## src/rtl/outmem_sequencer.sv

```systemverilog
// rtl/outmem_sequencer.sv - Output Memory port sequencer: init fill, core pass-through, streamed dump
//
// Purpose:
//   Owns the single read and single write port of the Output Memory for one
//   Bellman-Ford run. Fills DEPTH words with INIT_VAL, hands both ports to the
//   bellmanford core until it reports Finish or NegCycle, then streams the
//   final memory contents out over a valid/ready interface.
//
// Ports:
//   clock, reset                     rising-edge clock, async active-low reset
//   start                            begin a run (honoured in IDLE/DONE only)
//   core_go                          core enable, high only while the core owns memory
//   core_Finish, core_NegCycle       core completion / negative-cycle flags
//   core_OMWE/OMWAR/OMWDR/OMAR       core-side memory requests
//   core_OMDR                        read data returned to the core
//   OMWE/OMWAR/OMWDR/OMAR, OMDR      Output Memory ports (combinational read)
//   dump_valid/ready/addr/data       dump stream
//   busy, done, neg_flag             status

module outmem_sequencer #(
    parameter int                ADDR_W   = 13,
    parameter int                DATA_W   = 16,
    parameter int                DEPTH    = 8192,
    parameter logic [DATA_W-1:0] INIT_VAL = {DATA_W{1'b1}}
) (
    input  logic              clock,
    input  logic              reset,
    input  logic              start,
    output logic              core_go,
    input  logic              core_Finish,
    input  logic              core_NegCycle,
    input  logic              core_OMWE,
    input  logic [ADDR_W-1:0] core_OMWAR,
    input  logic [DATA_W-1:0] core_OMWDR,
    input  logic [ADDR_W-1:0] core_OMAR,
    output logic [DATA_W-1:0] core_OMDR,
    output logic              OMWE,
    output logic [ADDR_W-1:0] OMWAR,
    output logic [DATA_W-1:0] OMWDR,
    output logic [ADDR_W-1:0] OMAR,
    input  logic [DATA_W-1:0] OMDR,
    output logic              dump_valid,
    input  logic              dump_ready,
    output logic [ADDR_W-1:0] dump_addr,
    output logic [DATA_W-1:0] dump_data,
    output logic              busy,
    output logic              done,
    output logic              neg_flag
);

    typedef enum logic [2:0] {
        S_IDLE,
        S_INIT,
        S_RUN,
        S_DUMP,
        S_DONE
    } state_t;

    // One extra counter bit lets DEPTH == 2**ADDR_W be represented.
    localparam int               LAST_INT = DEPTH - 1;
    localparam logic [ADDR_W:0]  LAST_IDX = LAST_INT[ADDR_W:0];
    localparam logic [ADDR_W:0]  CNT_ONE  = 1;

    state_t            state_q, state_d;
    logic [ADDR_W:0]   cnt_q, cnt_d;
    logic              neg_q, neg_d;

    always_ff @(posedge clock or negedge reset) begin
        if (!reset) begin
            state_q <= S_IDLE;
            cnt_q   <= '0;
            neg_q   <= 1'b0;
        end else begin
            state_q <= state_d;
            cnt_q   <= cnt_d;
            neg_q   <= neg_d;
        end
    end

    // Next-state logic
    always_comb begin
        state_d = state_q;
        cnt_d   = cnt_q;
        neg_d   = neg_q;
        case (state_q)
            S_IDLE, S_DONE: begin
                if (start) begin
                    state_d = S_INIT;
                    cnt_d   = '0;
                    neg_d   = 1'b0;
                end
            end
            S_INIT: begin
                // Exactly DEPTH write cycles: leave on the edge that writes the last word.
                if (cnt_q == LAST_IDX) begin
                    state_d = S_RUN;
                    cnt_d   = '0;
                end else begin
                    cnt_d = cnt_q + CNT_ONE;
                end
            end
            S_RUN: begin
                // A negative cycle wins over a simultaneous Finish and skips the dump.
                if (core_NegCycle) begin
                    state_d = S_DONE;
                    neg_d   = 1'b1;
                end else if (core_Finish) begin
                    state_d = S_DUMP;
                    cnt_d   = '0;
                    neg_d   = 1'b0;
                end
            end
            S_DUMP: begin
                if (dump_ready) begin
                    if (cnt_q == LAST_IDX) begin
                        state_d = S_DONE;
                    end else begin
                        cnt_d = cnt_q + CNT_ONE;
                    end
                end
            end
            default: begin
                state_d = S_IDLE;
                cnt_d   = '0;
            end
        endcase
    end

    // Moore outputs; RUN is a straight pass-through of the core's requests.
    always_comb begin
        core_go    = 1'b0;
        OMWE       = 1'b0;
        OMWAR      = '0;
        OMWDR      = '0;
        OMAR       = '0;
        dump_valid = 1'b0;
        dump_addr  = '0;
        dump_data  = '0;
        busy       = 1'b0;
        done       = 1'b0;
        case (state_q)
            S_INIT: begin
                busy  = 1'b1;
                OMWE  = 1'b1;
                OMWAR = cnt_q[ADDR_W-1:0];
                OMWDR = INIT_VAL;
            end
            S_RUN: begin
                busy    = 1'b1;
                core_go = 1'b1;
                OMWE    = core_OMWE;
                OMWAR   = core_OMWAR;
                OMWDR   = core_OMWDR;
                OMAR    = core_OMAR;
            end
            S_DUMP: begin
                // Write port stays closed so a late core write cannot disturb the dump.
                busy       = 1'b1;
                OMAR       = cnt_q[ADDR_W-1:0];
                dump_valid = 1'b1;
                dump_addr  = cnt_q[ADDR_W-1:0];
                dump_data  = OMDR;
            end
            S_DONE: begin
                done = 1'b1;
            end
            default: begin
            end
        endcase
    end

    assign core_OMDR = OMDR;
    assign neg_flag  = neg_q;

endmodule
```

## config.mk

```make
export PLATFORM = sky130hd
export DESIGN_NAME = outmem_sequencer
export DESIGN_NICKNAME = d
export VERILOG_FILES = /design/src/rtl/outmem_sequencer.sv
export SDC_FILE = /design/constraint.sdc
export NUM_CORES = 1
export LEC_CHECK = 0
export CORE_AREA = 2 2 83 85
export DETAILED_ROUTE_END_ITERATION = 6
export DIE_AREA = 0 0 85 87
export HOLD_SLACK_MARGIN = 0.08
export PLACE_DENSITY = 0.77
export SYNTH_ARGS = -nofsm -noshare
export SYNTH_HDL_FRONTEND = slang
export SYNTH_SLANG_ARGS = --single-unit
```

## constraint.sdc

```tcl
create_clock -name clock -period 5.1 [get_ports clock]
set_clock_uncertainty 0.2 [all_clocks]
set_input_delay 0.51 -clock clock [delete_from_list [all_inputs] [get_ports clock]]
set_output_delay 0.51 -clock clock [all_outputs]
set_load 0.005 [all_outputs]
```

==> results.sh, run 1 <==
export IMPL_ctsLongestPathBuffers=2
export IMPL_crit_path_start_kind="register"
export IMPL_internal_power_mw=0.4735
export IMPL_syn_to_final_growth_pct=82.39
export IMPL_ys_seq_area_frac=0.2392
export IMPL_netSwitchingFraction=0.3568
export IMPL_maxCapViolCount=0
export IMPL_power_mw=0.7362
export IMPL_multi_input_comb_area_um2=1186
export IMPL_via_per_inst=5.259
export IMPL_clkTransAtPathRegs_ps=70
export IMPL_ys_ff_latch=18
export IMPL_tightest_slew_ps=978.0
export IMPL_hold_viol=0
export IMPL_yosysTopAreaCell="dfrtp_1"
export IMPL_drc_errors=0
export IMPL_irDropWorstVdd_mv=0.1287
export IMPL_async_reset_ff_frac=1.000
export IMPL_post_cts_resized=0
export IMPL_coreArea_um2=6569
export IMPL_io_pins=158
export IMPL_p_per_area_nw_per_um2=214.4
export IMPL_setup_violations=0
export IMPL_start_util=0.2867
export IMPL_seq_area_um2=450.4
export IMPL_drive_above_1_share=0.04076
export IMPL_slew_violations=0
export IMPL_grt_first_pass_wirelength_um=10940
export IMPL_hp_class="reg2reg"
export IMPL_yosysTopAreaCellShare=0.2392
export IMPL_post_cts_setup_buffer_count=0
export IMPL_rsz0062_at_grt="no"
export IMPL_power_switching_mw=0.2627
export IMPL_crit_fanout=35
export IMPL_postSynthAreaPerCell_um2=7.846
export IMPL_die_area_um2=7395
export IMPL_cts_tree="done"
export IMPL_slew_headroom=0.3466
export IMPL_status="complete, no violations"
export IMPL_ys_types=44
export IMPL_syn_inst=240
export IMPL_antenna_found_initial=0
export IMPL_synth_fp_nets=306
export IMPL_synth_area_top_cells="dfrtp_1, a21o_1, and3_1"
export IMPL_cts_sinks=18
export IMPL_grt_pass1_vias=2139
export IMPL_fin_crit_sh=0.6937
export IMPL_fillers=610
export IMPL_setup_ws_ps=1562
export IMPL_drt_total_wl_um=7283
export IMPL_grt_max_degree=36
export IMPL_clock_latency_ps=250
export IMPL_track_usage=0.1787
export IMPL_syn_area_um2=1883
export IMPL_cts_root_buf="clkbuf_8"
export IMPL_synth_edf_count=0
export IMPL_vias=2356
export IMPL_numCtsBuffers=3
export IMPL_nets=435
export IMPL_combinationalPowerShare=0.494
export IMPL_critical_path_class="reg2out"
export IMPL_cts_max_level=1
export IMPL_grt_overflow=0
export IMPL_pre_cts_ws_ps=1863
export IMPL_port_buffers=157
export IMPL_fmax_mhz=282.7
export IMPL_end_kind="primary output"
export IMPL_clkPwrFrac=0.160
export IMPL_critPathArrivalTime_ps=2830
export IMPL_dp_hpwl_um=5647
export IMPL_die_w_um=85
export IMPL_detail_route_wl_per_cell_um=16.26
export IMPL_fin_crit_ps=3538
export IMPL_final_setup_tns_ps=0
export IMPL_postRouteAntennaNets=0
export IMPL_first_pass_iters=5
export IMPL_gp_congestion=0.8313
export IMPL_diodes=0
export IMPL_num_rows=30
export IMPL_synth_main_ff_cell="dfrtp_1"
export IMPL_required_ps=4390
export IMPL_drtIter0Drc=120
export IMPL_ys_warn_count=0
export IMPL_power_frac_seq=0.346
export IMPL_leakage_nw=1.525
export IMPL_die_y_um=87
export IMPL_postCtsHoldBufs=0
## synthesized netlist by cell type (2+ instances only)
cell	count
buf_2	2
and3_1	23
nand3_1	8
nand2b_1	5
inv_1	11
clkbuf_1	16
nor2_1	18
o2111ai_1	2
a31oi_1	7
a22o_1	14
nand4_1	4
a21o_1	32
nor2b_1	2
buf_4	17
o211ai_1	5
o221ai_1	6
o31ai_1	2
nor4_1	2
nor3b_1	3
o21ai_0	3
mux2i_1	3
nand2_1	9
dfrtp_1	18
or4_1	2
a21oi_1	3
and4_1	2
nor3_1	4
## cell families after synthesis
group,count (synthesis),share of synthesized area
simple gates,89,0.2724
flops,18,0.2392
fa+ha+maj,1,0.006643
buf+inv,48,0.1349
mux,3,0.01595
compound gates,81,0.3309
## stage by stage
step | std cells | hold WS [ps] | utilization | instance area [um2]
floorplan | 240 | 14.41 | - | 1883
global placement | 444 | 285.4 | 0.5145 | 3379
detailed placement | 444 | 310.3 | 0.5145 | 3379
CTS | 448 | 324.4 | 0.5229 | 3435
global route | 448 | 337.8 | 0.5229 | 3435
finish | 448 | 316.5 | 0.5229 | 3435
## power groups by stage
stage               Combinational [mW]  Clock, mW  Sequential (mW)
floorplan                        0.186          0            0.227
global placement                 0.357          0            0.256
detailed placement               0.363          0            0.256
CTS                              0.365      0.120            0.252
global route                     0.394      0.127            0.263
finish                           0.364      0.118            0.255
## flip-flops by register name, summed over array words and instances (netlist names)
name      flops
cnt_q        14
neg_flag      1
state_q       3
## cells in the final DEF, fill, tap and decap left out, types with 3 or more instances in the layout
master and count:
nor3_1 4, clkbuf_8 4, nor2_1 17, a21o_1 32, nand4_1 4, a21oi_1 3, clkdlybuf4s50_1 157, o21ai_0 3
inv_1 11, buf_4 4, nand3_1 8, a31oi_1 7, o211ai_1 5, mux2i_1 3, dfrtp_1 18, nand2_1 9
and3_1 23, o221ai_1 6, nand2b_1 5, a22o_1 14
## path summary, 6_finish.rpt
path | from | endpoint | slack, ps | cells after the start
setup / recovery | state_q[0]$_DFFE_PN0P_ | OMWAR[8] | 1560 | 5
hold / removal | cnt_q[13]$_DFFE_PN0P_ | cnt_q[13]$_DFFE_PN0P_ | 320 | 1
setup reg to reg | state_q[0]$_DFFE_PN0P_ | cnt_q[8]$_DFFE_PN0P_ | 1810 | 4
hold reg to reg | cnt_q[13]$_DFFE_PN0P_ | cnt_q[13]$_DFFE_PN0P_ | 320 | 1
max in group asynchronous | reset | cnt_q[1]$_DFFE_PN0P_ | 3640 | 1
min in group asynchronous | reset | state_q[1]$_DFFE_PN0P_ | 530 | 1
## worst max-delay path: stages (launching register included)
cell	delay, ps
dfrtp_1	920
nand2b_1	230
nor2_2	410
buf_4	330
a22o_1	180
clkdlybuf4s50_1	500
## layer usage
| layer | vias to the layer above | share of wire | track usage |
|---|---|---|---|
| met3 | 7 | 0.089 | 0.03223 |
| met5 | - | 0 | 0 |
| li1 | 1139 | - | - |
| met2 | 122 | 0.49 | 0.3082 |
| met1 | 1088 | 0.41 | 0.2359 |
| met4 | 0 | 0.0073 | 0.03319 |
## final cells by class
| cell class | count | area share |
|---|---|---|
| clock buffers | 4 | 0.01603 |
| inverters | 11 | 0.01202 |
| multi-input cells | 174 | 0.3454 |
| flip-flops and latches | 18 | 0.1311 |
| well taps | 80 | 0.02914 |
| repair buffers | 161 | 0.4663 |
No activity file was read; power rests on OpenSTA's default activity.
==> inputs of run 2 (changes only) <==
PLACE_DENSITY = 0.8   (was 0.77)
clock period = 2.85 ns   (was 5.1 ns; I/O delays follow)
==> run 2 against run 1 <==
Net effect:
- non-clock buffer count is 5 higher
- die area is the same
- sequential power rose by 73%
- global-route usage increased by 1.0 points
- final cell count increased by 0.89%
- sequential cell count did not move
- critical endpoint is now OMWAR[6]
- largest power group unchanged
==> results.sh, run 2 (synthesis gave the netlist of run 1 again) <==
export IMPL_slew_violations=0
export IMPL_r2r_end="cnt_q[7]$_DFFE_PN0P_"
export IMPL_hp_class="reg2reg"
export IMPL_r2r_cells=5
export IMPL_grt_use_met1=0.2319
export IMPL_end_kind="primary output"
export IMPL_postCtsHoldBufs=0
export IMPL_cts_sinks=18
export IMPL_rsz0062_at_grt="no"
export IMPL_syn_to_final_growth_pct=84.32
export IMPL_grt_overflow=0
export IMPL_slew_headroom=0.4436
export IMPL_cts_root_buf="clkbuf_8"
export IMPL_power_mw=1.309
export IMPL_nets=440
export IMPL_multi_input_comb_area_um2=1186
export IMPL_ctsLongestPathBuffers=2
export IMPL_fin_crit_ps=2665
export IMPL_diodes=0
export IMPL_numCtsBuffers=3
export IMPL_busiest_layer="met2"
export IMPL_status="complete, no violations"
export IMPL_final_area_um2=3471
export IMPL_setup_violations=0
export IMPL_irDropWorstVdd_mv=0.1955
export IMPL_crit_fanout=28
export IMPL_port_buffers=157
export IMPL_grt_max_degree=41
export IMPL_postRouteAntennaNets=0
export IMPL_vias=2426
export IMPL_path_cells="nand2b_1 -> nor2_2 -> buf_12 -> a22o_1 -> clkdlybuf4s50_1"
export IMPL_tightest_slew_ps=832.0
export IMPL_cts_max_level=1
export IMPL_holdPathStages=1
export IMPL_critPathArrivalTime_ps=2180
export IMPL_final_common_cell="clkdlybuf4s50_1"
export IMPL_io_pins=158
export IMPL_grt_pass1_vias=2285
export IMPL_clkTransAtPathRegs_ps=70
export IMPL_critical_path_class="reg2out"
export IMPL_dpl_cell_area_um2=3430
export IMPL_fmax_mhz=375.2
export IMPL_drtIter0Drc=193
export IMPL_post_cts_setup_buffer_count=0
export IMPL_final_setup_tns_ps=0
export IMPL_num_rows=30
export IMPL_most_common_layout_cells="clkdlybuf4s50_1, a21o_1, and3_1"
export IMPL_maxCapViolCount=0
export IMPL_dp_hpwl_um=5860
export IMPL_hold_viol=0
export IMPL_first_pass_iters=5
export IMPL_min_from="cnt_q[13]$_DFFE_PN0P_"
export IMPL_drive_above_1_share=0.05108
export IMPL_detail_route_wl_per_cell_um=16.51
export IMPL_fin_crit_sh=0.9352
export IMPL_leakage_nw=1.547
export IMPL_largest_reg_flops=14
export IMPL_die_area_um2=7395
export IMPL_crit_path_max_incr_delay_ps=530
export IMPL_worstReg2RegStart="cnt_q[0]$_DFFE_PN0P_"
export IMPL_regMostFlops="cnt_q"
export IMPL_grt_first_pass_wirelength_um=11430
export IMPL_drt_total_wl_um=7464
export IMPL_antenna_found_initial=0
export IMPL_crit_path_start_kind="register"
export IMPL_drc_errors=0
export IMPL_post_cts_resized=0
export IMPL_gp_congestion=0.9329
export IMPL_grt_util_met2=0.3402
export IMPL_cts_tree="done"
export IMPL_die_y_um=87
export IMPL_die_w_um=85
export IMPL_r2r_slack_ps=250
export IMPL_cp_slowest_cell="dfrtp_1"
export IMPL_track_usage=0.1887
export IMPL_required_ps=2370
export IMPL_start_util=0.2867
export IMPL_coreArea_um2=6569
export IMPL_fillers=606
export IMPL_seq_area_um2=450.4
export IMPL_grtUsageMet3=0.03318
export IMPL_hold_path_end="cnt_q[13]$_DFFE_PN0P_"
export IMPL_via_per_inst=5.367
export IMPL_clock_latency_ps=260
export IMPL_p_per_area_nw_per_um2=377.2
-- run 2: cell count changes in the layout (fill, tap and decap cells not counted), sizes merged --
cell and change:
buf +5, clkbuf -1
-- run 2: metal layers --
layer / wire (um) / up-vias / share of wire
met4: 87 / 0 / 0.012
met2: 3696 / 123 / 0.50
met1: 3140 / 1141 / 0.42
met5: 0 / - / 0
met3: 539 / 9 / 0.072
li1: - / 1153 / -
-- run 2: worst max-delay path, delay by kind of cell (launching register included) --
| kind | cells | cell delay [ps] |
|---|---|---|
| buffers and inverters | 2 | 720 |
| DFF | 1 | 530 |
| and+or+nand+nor | 2 | 520 |
| AOI/OAI and AO/OA | 1 | 140 |
-- run 2: worst max-delay path by stage --
stage	start	to	slack (ps)	cells past startpoint
after global routing	state_q[2]$_DFFE_PN0P_	OMAR[11]	80	5
final	state_q[2]$_DFFE_PN0P_	OMWAR[6]	180	5
after floorplan	cnt_q[0]$_DFFE_PN0P_	cnt_q[5]$_DFFE_PN0P_	700	7
after CTS	state_q[2]$_DFFE_PN0P_	OMWDR[14]	200	5
after detailed placement	cnt_q[0]$_DFFE_PN0P_	cnt_q[7]$_DFFE_PN0P_	260	5
after global placement	cnt_q[0]$_DFFE_PN0P_	cnt_q[11]$_DFFE_PN0P_	390	5
-- run 2: final cells by class --
type                       instances  share of cell area
multi-input combinational        174              0.3417
sequential                        18              0.1298
timing repair buffer             166              0.4758
clock buffer                       3             0.01190
inverter                          11             0.01190
tap                               80             0.02884
-- run 2: through the flow --
| stage | hold WS, ps | worst slack [ps] | std cells | util |
|---|---|---|---|---|
| detailed placement | 277.9 | 264.0 | 449 | 0.5221 |
| global placement | 271.5 | 387.2 | 449 | 0.5221 |
| floorplan | -210.6 | 699.2 | 240 | - |
| finish | 287.1 | 184.7 | 452 | 0.5284 |
| CTS | 287.6 | 197.5 | 452 | 0.5284 |
| global route | 300.4 | 82.87 | 452 | 0.5284 |
-- run 2: power breakdown --
| group | internal, mW | switching, mW |
|---|---|---|
| Sequential | 0.320 | 0.122 |
| Clock | 0.0943 | 0.0917 |
| Combinational | 0.414 | 0.267 |
